[src/rtl/multicycle_ctrl_if.sv]
// Datapath <-> controller bundle for the multi-cycle RV32I core.
// master: the controller (drives selects/enables); slave: the datapath side.
interface multicycle_ctrl_if;
  // Instruction fields and status from the datapath
  logic [6:0] op;
  logic [2:0] funct3;
  logic       funct7b5;
  logic       zero;
  logic       mem_ready;

  // Datapath controls
  logic       mem_req;
  logic       mem_write;
  logic       adr_src;
  logic       ir_write;
  logic       pc_write;
  logic       reg_write;
  logic [1:0] alu_src_a;
  logic [1:0] alu_src_b;
  logic [2:0] alu_ctrl;
  logic [2:0] imm_src;
  logic [1:0] result_src;
  logic       illegal;
  logic [3:0] state;

  modport master (
    input  op, funct3, funct7b5, zero, mem_ready,
    output mem_req, mem_write, adr_src, ir_write, pc_write, reg_write,
    output alu_src_a, alu_src_b, alu_ctrl, imm_src, result_src, illegal, state
  );

  modport slave (
    output op, funct3, funct7b5, zero, mem_ready,
    input  mem_req, mem_write, adr_src, ir_write, pc_write, reg_write,
    input  alu_src_a, alu_src_b, alu_ctrl, imm_src, result_src, illegal, state
  );
endinterface

[src/rtl/multicycle_ctrl.sv]
// Multi-cycle RV32I controller: sequences fetch/decode/execute/memory/writeback
// over a shared memory, single ALU and register file, stalling on mem_ready.
module multicycle_ctrl (
  input logic                 clk,
  input logic                 rst,
  multicycle_ctrl_if.master   bus
);

  typedef enum logic [3:0] {
    StFetch    = 4'd0,
    StDecode   = 4'd1,
    StMemAdr   = 4'd2,
    StMemRead  = 4'd3,
    StMemWb    = 4'd4,
    StMemWrite = 4'd5,
    StExecR    = 4'd6,
    StExecI    = 4'd7,
    StAluWb    = 4'd8,
    StBranch   = 4'd9,
    StJal      = 4'd10,
    StLui      = 4'd11,
    StTrap     = 4'd12
  } state_e;

  localparam logic [6:0] OpLoad   = 7'b0000011;
  localparam logic [6:0] OpStore  = 7'b0100011;
  localparam logic [6:0] OpRType  = 7'b0110011;
  localparam logic [6:0] OpIType  = 7'b0010011;
  localparam logic [6:0] OpBranch = 7'b1100011;
  localparam logic [6:0] OpJal    = 7'b1101111;
  localparam logic [6:0] OpLui    = 7'b0110111;

  localparam logic [2:0] AluAdd = 3'b000;
  localparam logic [2:0] AluSub = 3'b001;
  localparam logic [2:0] AluAnd = 3'b010;
  localparam logic [2:0] AluOr  = 3'b011;
  localparam logic [2:0] AluSlt = 3'b101;

  state_e state_q, state_d;
  logic   illegal_q, illegal_d;

  // Raw (pre-reset-gating) controls
  logic       mem_req_c, mem_write_c, adr_src_c, ir_write_c, pc_write_c, reg_write_c;
  logic [1:0] alu_src_a_c, alu_src_b_c, result_src_c;
  logic [2:0] alu_ctrl_c;

  // funct3 decodes shared by EXECR/EXECI/BRANCH
  logic [2:0] alu_r, alu_i;
  logic       alu_f3_ok;
  logic       br_f3_ok, br_take;

  // State and sticky illegal flag
  always_ff @(posedge clk or negedge rst) begin
    if (!rst) begin
      state_q   <= StFetch;
      illegal_q <= 1'b0;
    end else begin
      state_q   <= state_d;
      illegal_q <= illegal_d;
    end
  end

  // Immediate format follows op in every state
  always_comb begin
    bus.imm_src = 3'b000;
    case (bus.op)
      OpStore:  bus.imm_src = 3'b001;
      OpBranch: bus.imm_src = 3'b010;
      OpJal:    bus.imm_src = 3'b011;
      OpLui:    bus.imm_src = 3'b100;
      default:  bus.imm_src = 3'b000;
    endcase
  end

  // ALU operation and branch condition from funct3
  always_comb begin
    alu_r     = AluAdd;
    alu_i     = AluAdd;
    alu_f3_ok = 1'b1;
    case (bus.funct3)
      3'b000: begin
        alu_r = bus.funct7b5 ? AluSub : AluAdd;
        alu_i = AluAdd;
      end
      3'b010: begin
        alu_r = AluSlt;
        alu_i = AluSlt;
      end
      3'b110: begin
        alu_r = AluOr;
        alu_i = AluOr;
      end
      3'b111: begin
        alu_r = AluAnd;
        alu_i = AluAnd;
      end
      default: alu_f3_ok = 1'b0;
    endcase
    br_f3_ok = (bus.funct3 == 3'b000) || (bus.funct3 == 3'b001);
    // beq takes on zero, bne on non-zero
    br_take  = bus.funct3[0] ? ~bus.zero : bus.zero;
  end

  // Next-state and per-state controls
  always_comb begin
    state_d      = state_q;
    mem_req_c    = 1'b0;
    mem_write_c  = 1'b0;
    adr_src_c    = 1'b0;
    ir_write_c   = 1'b0;
    pc_write_c   = 1'b0;
    reg_write_c  = 1'b0;
    alu_src_a_c  = 2'b00;
    alu_src_b_c  = 2'b00;
    alu_ctrl_c   = AluAdd;
    result_src_c = 2'b00;

    case (state_q)
      StFetch: begin
        mem_req_c    = 1'b1;
        alu_src_b_c  = 2'b10;
        result_src_c = 2'b10;
        if (bus.mem_ready) begin
          ir_write_c = 1'b1;
          pc_write_c = 1'b1;
          state_d    = StDecode;
        end
      end
      StDecode: begin
        // Branch target OldPC + imm lands in ALUOut for BRANCH/JAL
        alu_src_a_c = 2'b01;
        alu_src_b_c = 2'b01;
        case (bus.op)
          OpLoad, OpStore: state_d = StMemAdr;
          OpRType:         state_d = StExecR;
          OpIType:         state_d = StExecI;
          OpBranch:        state_d = StBranch;
          OpJal:           state_d = StJal;
          OpLui:           state_d = StLui;
          default:         state_d = StTrap;
        endcase
      end
      StMemAdr: begin
        alu_src_a_c = 2'b10;
        alu_src_b_c = 2'b01;
        // op[5] separates sw from lw
        state_d     = bus.op[5] ? StMemWrite : StMemRead;
      end
      StMemRead: begin
        mem_req_c = 1'b1;
        adr_src_c = 1'b1;
        if (bus.mem_ready) state_d = StMemWb;
      end
      StMemWb: begin
        result_src_c = 2'b01;
        reg_write_c  = 1'b1;
        state_d      = StFetch;
      end
      StMemWrite: begin
        mem_req_c   = 1'b1;
        mem_write_c = 1'b1;
        adr_src_c   = 1'b1;
        if (bus.mem_ready) state_d = StFetch;
      end
      StExecR: begin
        alu_src_a_c = 2'b10;
        alu_src_b_c = 2'b00;
        alu_ctrl_c  = alu_r;
        state_d     = alu_f3_ok ? StAluWb : StTrap;
      end
      StExecI: begin
        alu_src_a_c = 2'b10;
        alu_src_b_c = 2'b01;
        alu_ctrl_c  = alu_i;
        state_d     = alu_f3_ok ? StAluWb : StTrap;
      end
      StAluWb: begin
        result_src_c = 2'b00;
        reg_write_c  = 1'b1;
        state_d      = StFetch;
      end
      StBranch: begin
        alu_src_a_c = 2'b10;
        alu_src_b_c = 2'b00;
        alu_ctrl_c  = AluSub;
        if (br_f3_ok) begin
          pc_write_c = br_take;
          state_d    = StFetch;
        end else begin
          state_d    = StTrap;
        end
      end
      StJal: begin
        // PC <- ALUOut (target); ALU computes OldPC + 4 for rd
        alu_src_a_c = 2'b01;
        alu_src_b_c = 2'b10;
        pc_write_c  = 1'b1;
        state_d     = StAluWb;
      end
      StLui: begin
        alu_src_a_c = 2'b11;
        alu_src_b_c = 2'b01;
        state_d     = StAluWb;
      end
      StTrap:  state_d = StTrap;
      default: state_d = StTrap;
    endcase

    illegal_d = illegal_q | (state_d == StTrap);
  end

  // Outputs; strobes are suppressed combinationally while reset is held
  always_comb begin
    bus.mem_req    = mem_req_c & rst;
    bus.mem_write  = mem_write_c & rst;
    bus.ir_write   = ir_write_c & rst;
    bus.pc_write   = pc_write_c & rst;
    bus.reg_write  = reg_write_c & rst;
    bus.adr_src    = adr_src_c;
    bus.alu_src_a  = alu_src_a_c;
    bus.alu_src_b  = alu_src_b_c;
    bus.alu_ctrl   = alu_ctrl_c;
    bus.result_src = result_src_c;
    bus.illegal    = illegal_q;
    bus.state      = state_q;
  end

endmodule

[src/flat_wrapper.sv]
// flat-port wrapper written by rule: the top's interface ports become plain ports
module multicycle_ctrl_flat 
  (clk, rst, bus_op, bus_funct3, bus_funct7b5, bus_zero, bus_mem_ready, bus_mem_req, bus_mem_write, bus_adr_src, bus_ir_write, bus_pc_write, bus_reg_write, bus_alu_src_a, bus_alu_src_b, bus_alu_ctrl, bus_imm_src, bus_result_src, bus_illegal, bus_state);
  multicycle_ctrl_if bus_i ();
  input logic clk;
  input logic rst;
  input wire logic [$bits(bus_i.op)-1:0] bus_op;
  input wire logic [$bits(bus_i.funct3)-1:0] bus_funct3;
  input wire logic [$bits(bus_i.funct7b5)-1:0] bus_funct7b5;
  input wire logic [$bits(bus_i.zero)-1:0] bus_zero;
  input wire logic [$bits(bus_i.mem_ready)-1:0] bus_mem_ready;
  output wire logic [$bits(bus_i.mem_req)-1:0] bus_mem_req;
  output wire logic [$bits(bus_i.mem_write)-1:0] bus_mem_write;
  output wire logic [$bits(bus_i.adr_src)-1:0] bus_adr_src;
  output wire logic [$bits(bus_i.ir_write)-1:0] bus_ir_write;
  output wire logic [$bits(bus_i.pc_write)-1:0] bus_pc_write;
  output wire logic [$bits(bus_i.reg_write)-1:0] bus_reg_write;
  output wire logic [$bits(bus_i.alu_src_a)-1:0] bus_alu_src_a;
  output wire logic [$bits(bus_i.alu_src_b)-1:0] bus_alu_src_b;
  output wire logic [$bits(bus_i.alu_ctrl)-1:0] bus_alu_ctrl;
  output wire logic [$bits(bus_i.imm_src)-1:0] bus_imm_src;
  output wire logic [$bits(bus_i.result_src)-1:0] bus_result_src;
  output wire logic [$bits(bus_i.illegal)-1:0] bus_illegal;
  output wire logic [$bits(bus_i.state)-1:0] bus_state;
  assign bus_i.op = bus_op;
  assign bus_i.funct3 = bus_funct3;
  assign bus_i.funct7b5 = bus_funct7b5;
  assign bus_i.zero = bus_zero;
  assign bus_i.mem_ready = bus_mem_ready;
  assign bus_mem_req = bus_i.mem_req;
  assign bus_mem_write = bus_i.mem_write;
  assign bus_adr_src = bus_i.adr_src;
  assign bus_ir_write = bus_i.ir_write;
  assign bus_pc_write = bus_i.pc_write;
  assign bus_reg_write = bus_i.reg_write;
  assign bus_alu_src_a = bus_i.alu_src_a;
  assign bus_alu_src_b = bus_i.alu_src_b;
  assign bus_alu_ctrl = bus_i.alu_ctrl;
  assign bus_imm_src = bus_i.imm_src;
  assign bus_result_src = bus_i.result_src;
  assign bus_illegal = bus_i.illegal;
  assign bus_state = bus_i.state;
  multicycle_ctrl u_core (.clk(clk), .rst(rst), .bus(bus_i));
endmodule
[config.mk]
export PLATFORM = sky130hd
export DESIGN_NAME = multicycle_ctrl_flat
export DESIGN_NICKNAME = d
export VERILOG_FILES = /design/src/rtl/multicycle_ctrl_if.sv /design/src/rtl/multicycle_ctrl.sv /design/src/flat_wrapper.sv
export SDC_FILE = /design/constraint.sdc
export NUM_CORES = 1
export LEC_CHECK = 0
export ABC_CLOCK_PERIOD_IN_PS = 4050
export CAP_MARGIN = 40
export CORE_MARGIN = 8
export CORE_UTILIZATION = 44
export CTS_BUF_LIST = sky130_fd_sc_hd__clkbuf_8
export DETAILED_ROUTE_END_ITERATION = 7
export PLACE_DENSITY = 0.88
export SYNTH_ARGS = -nofsm -noshare
export SYNTH_HDL_FRONTEND = slang
export SYNTH_SLANG_ARGS = --single-unit
[constraint.sdc]
create_clock -name clk -period 4.05 [get_ports clk]
set_clock_uncertainty 0.15 [all_clocks]
set_input_delay 0.6075 -clock clk [delete_from_list [all_inputs] [get_ports clk]]
set_output_delay 0.6075 -clock clk [all_outputs]
set_load 0.01 [all_outputs]
==> flow_metrics.py <==
metrics = {
    "final_layout": {
        "fillers": 134,
        "fin_util_pct": 73.9,
        "diodes": 0,
        "multi_input_area_sq_um": 563,
        "num-nets-final": 161,
        "drive_above_1_share_pct": 3.45,
        "design_area_sq_um": 1140,
        "synthToLayoutAreaGrowth_pct": 55.0,
        "seqCellArea_sq_um": 125,
    },
    "yosys": {
        "yosysWarnings": 0,
        "yosysTopAreaCellShare_pct": 17.0,
        "synth_cell_types": 41,
        "synth_cells": 112,
        "synth_fp_nets": 127,
        "synth_ff_type": "dfrtp_1",
        "synth_area_leader_cell": "dfrtp_1",
        "synth_edf_count": 0,
        "synth.most_common_cell": "nor2_1",
        "synth_seq_cells": 5,
        "synthArstFlopShare_pct": 100,
        "synth_area_sq_um": 734,
        "synth_area_leaders": "dfrtp_1 17%, nor2_1 9.2%, nand2_1 8.2%",
        "yosysSeqAreaShare_pct": 17.0,
        "synth_common_cells": "18 x nor2_1, 16 x nand2_1, 7 x a21oi_1",
        "syn_area_per_cell_sq_um": 6.56,
    },
    "global_routing": {
        "antenna_found_initial": 0,
        "track_usage_pct": 14.2,
        "grt_remaining_overflow": 0,
        "grt_max_degree": 23,
        "grt_pass1_vias": 932,
        "grt_pass1_wl_mm": 3.97,
    },
    "setup_path": {
        "path_class": "in -> out",
        "required_ns": 3.29,
        "cp-start-kind": "input port",
        "rrSetupSlack_ns": 1.92,
        "arrival_ns": 2.41,
        "endpoint_kind": "primary output",
        "r2r.worst_path.cells": 4,
        "worstPathMaxFanout": 9,
    },
    "sta": {
        "setup_viol": 0,
        "slew_violations": 0,
        "min_period_over_period_pct": 78.3,
        "tightest_slew_ns": 0.622,
        "max_freq_mhz": 316,
        "fin_hold_ws_ns": 0.359,
        "tns_ns": 0,
        "period_minus_slack_ns": 3.17,
        "rsz0062_at_grt": "no",
        "max_slew_margin_pct": 58.5,
        "hold_viol_final": 0,
    },
    "min_path": {
        "hp-class": "reg -> reg",
        "hold_depth": 1,
    },
    "drt": {
        "drc": 0,
        "via_count": 938,
        "routed_wl_mm": 2.33,
        "first_pass_iters": 4,
        "ant_nets": 0,
        "drt_iter0_markers": 16,
        "wire_per_inst_microns": 14.5,
        "routed_via_density": 5.83,
    },
    "placed_design": {
        "port_buffers": 37,
        "gp_congestion": 0.797,
        "dpl-instance-area_sq_um": 1090,
        "dp_hpwl_mm": 1.82,
    },
    "floorplan": {
        "die_w_microns": 56.9,
        "ioPinCount": 38,
        "dieHeight_microns": 56.9,
        "core_sq_um": 1540,
        "core.rowCount": 14,
        "initial_core_util_pct": 47.6,
        "die_area_sq_um": 3230,
    },
    "clock_network": {
        "cts_resized": 0,
        "cts_buffers": 3,
        "path_clk_slew_ns": 0.03,
        "cts_tree": "built",
        "htreeDepth": 1,
        "cts_setup_buffers": 0,
        "cts_buffer_depth": 2,
        "clock_latency_ns": 0.21,
        "clockRootBuffer": "clkbuf_8",
        "holdBufCountCts": 0,
        "clkSinkCount": 5,
    },
    "power_and_ir_drop": {
        "p_sw_share_pct": 42.9,
        "clockPowerShare_pct": 15.6,
        "p_per_area_nw_per_um2": 480,
        "p_sw_w": 0.000234,
        "power.leakage_nw": 0.414,
        "vdd_drop_max_mv": 0.489,
        "p_seq_share_pct": 21.3,
        "p_comb_share_pct": 63.1,
        "p_int_w": 0.000312,
    },
    "run": {
        "cap_violations": 0,
    },
    "status": {
        "status": "finished, final reports clean",
    },
}
cell type report:
cell class                      count  area share [%]
Clock buffer                        3            3.63
Multi-Input combinational cell     95            49.5
Tap cell                           16            1.76
Inverter                            4            1.32
Clock inverter                      1           0.330
Sequential cell                     5            11.0
Timing Repair Buffer               37            32.5
power groups by stage:
| stage | clock (W) | sequential [W] | combinational, W |
|---|---|---|---|
| after floorplan | 0 | 0.0000815 | 0.000217 |
| after CTS | 0.0000876 | 0.000116 | 0.000348 |
| after global routing | 0.0000910 | 0.000122 | 0.000384 |
| after global placement | 0 | 0.000115 | 0.000337 |
| final | 0.0000855 | 0.000116 | 0.000345 |
| after detailed placement | 0 | 0.000116 | 0.000345 |
worst paths after layout:
kind                                  endpoint                 from
max                             bus_imm_src[0]            bus_op[3]
min                         u_core.bus.illegal   u_core.bus.illegal
max reg2reg                 u_core.bus.illegal  u_core.bus.state[2]
min reg2reg                 u_core.bus.illegal   u_core.bus.illegal
max in group asynchronous  u_core.bus.state[0]                  rst
min in group asynchronous  u_core.bus.state[1]                  rst
per-stage QoR:
stage | cells | setup WS [ns] | power (W)
after floorplan | 112 | 1.65 | 0.000299
after global placement | 157 | 0.942 | 0.000453
after detailed placement | 157 | 0.885 | 0.000462
after CTS | 161 | 0.890 | 0.000551
after global routing | 161 | 0.835 | 0.000598
final | 161 | 0.881 | 0.000546
state kept, by name, summed over array words and instances (netlist names):
| name | flops |
|---|---|
| u_core.bus.state | 4 |
| u_core.bus.illegal | 1 |
layer usage:
metal	vias to the layer above	part of all wire, %	global-route usage, %	wire length, microns
met5	-	0	0	0
met1	427	40	14.4	937
met3	6	8.2	4.94	192
li1	470	-	-	-
met2	35	49	25.2	1150
met4	0	1.9	6.04	45
cells in the final DEF, fill, tap and decap left out, drive strengths merged, types with 2 or more instances in the layout:
master	instances
inv	5
clkdlybuf4s50	37
xor2	2
nor3b	2
nor3	3
nand2b	3
o21a	2
nand3	3
a211o	2
nor2	18
a31oi	2
o21ai	4
clkbuf	3
a21oi	7
nand4bb	2
nor2b	4
or3	2
nor4	2
nand2	16
xnor2	2
dfrtp	5
cells by family after synthesis:
group / Yosys count / share of synthesized area [%]
AOI/OAI and AO/OA: 29 / 27.4
xor gates and xnor gates: 4 / 4.77
buffers and inverters: 12 / 6.30
DFF: 5 / 17.0
muxes: 1 / 1.53
and+or+nand+nor: 61 / 42.9
worst max-delay path, stage by stage:
cell and delay [ns]:
clkdlybuf4s50_1 0.55, or3_1 0.46, a211oi_1 0.21, clkdlybuf4s50_1 0.57
No activity file was read; power rests on OpenSTA's default activity.
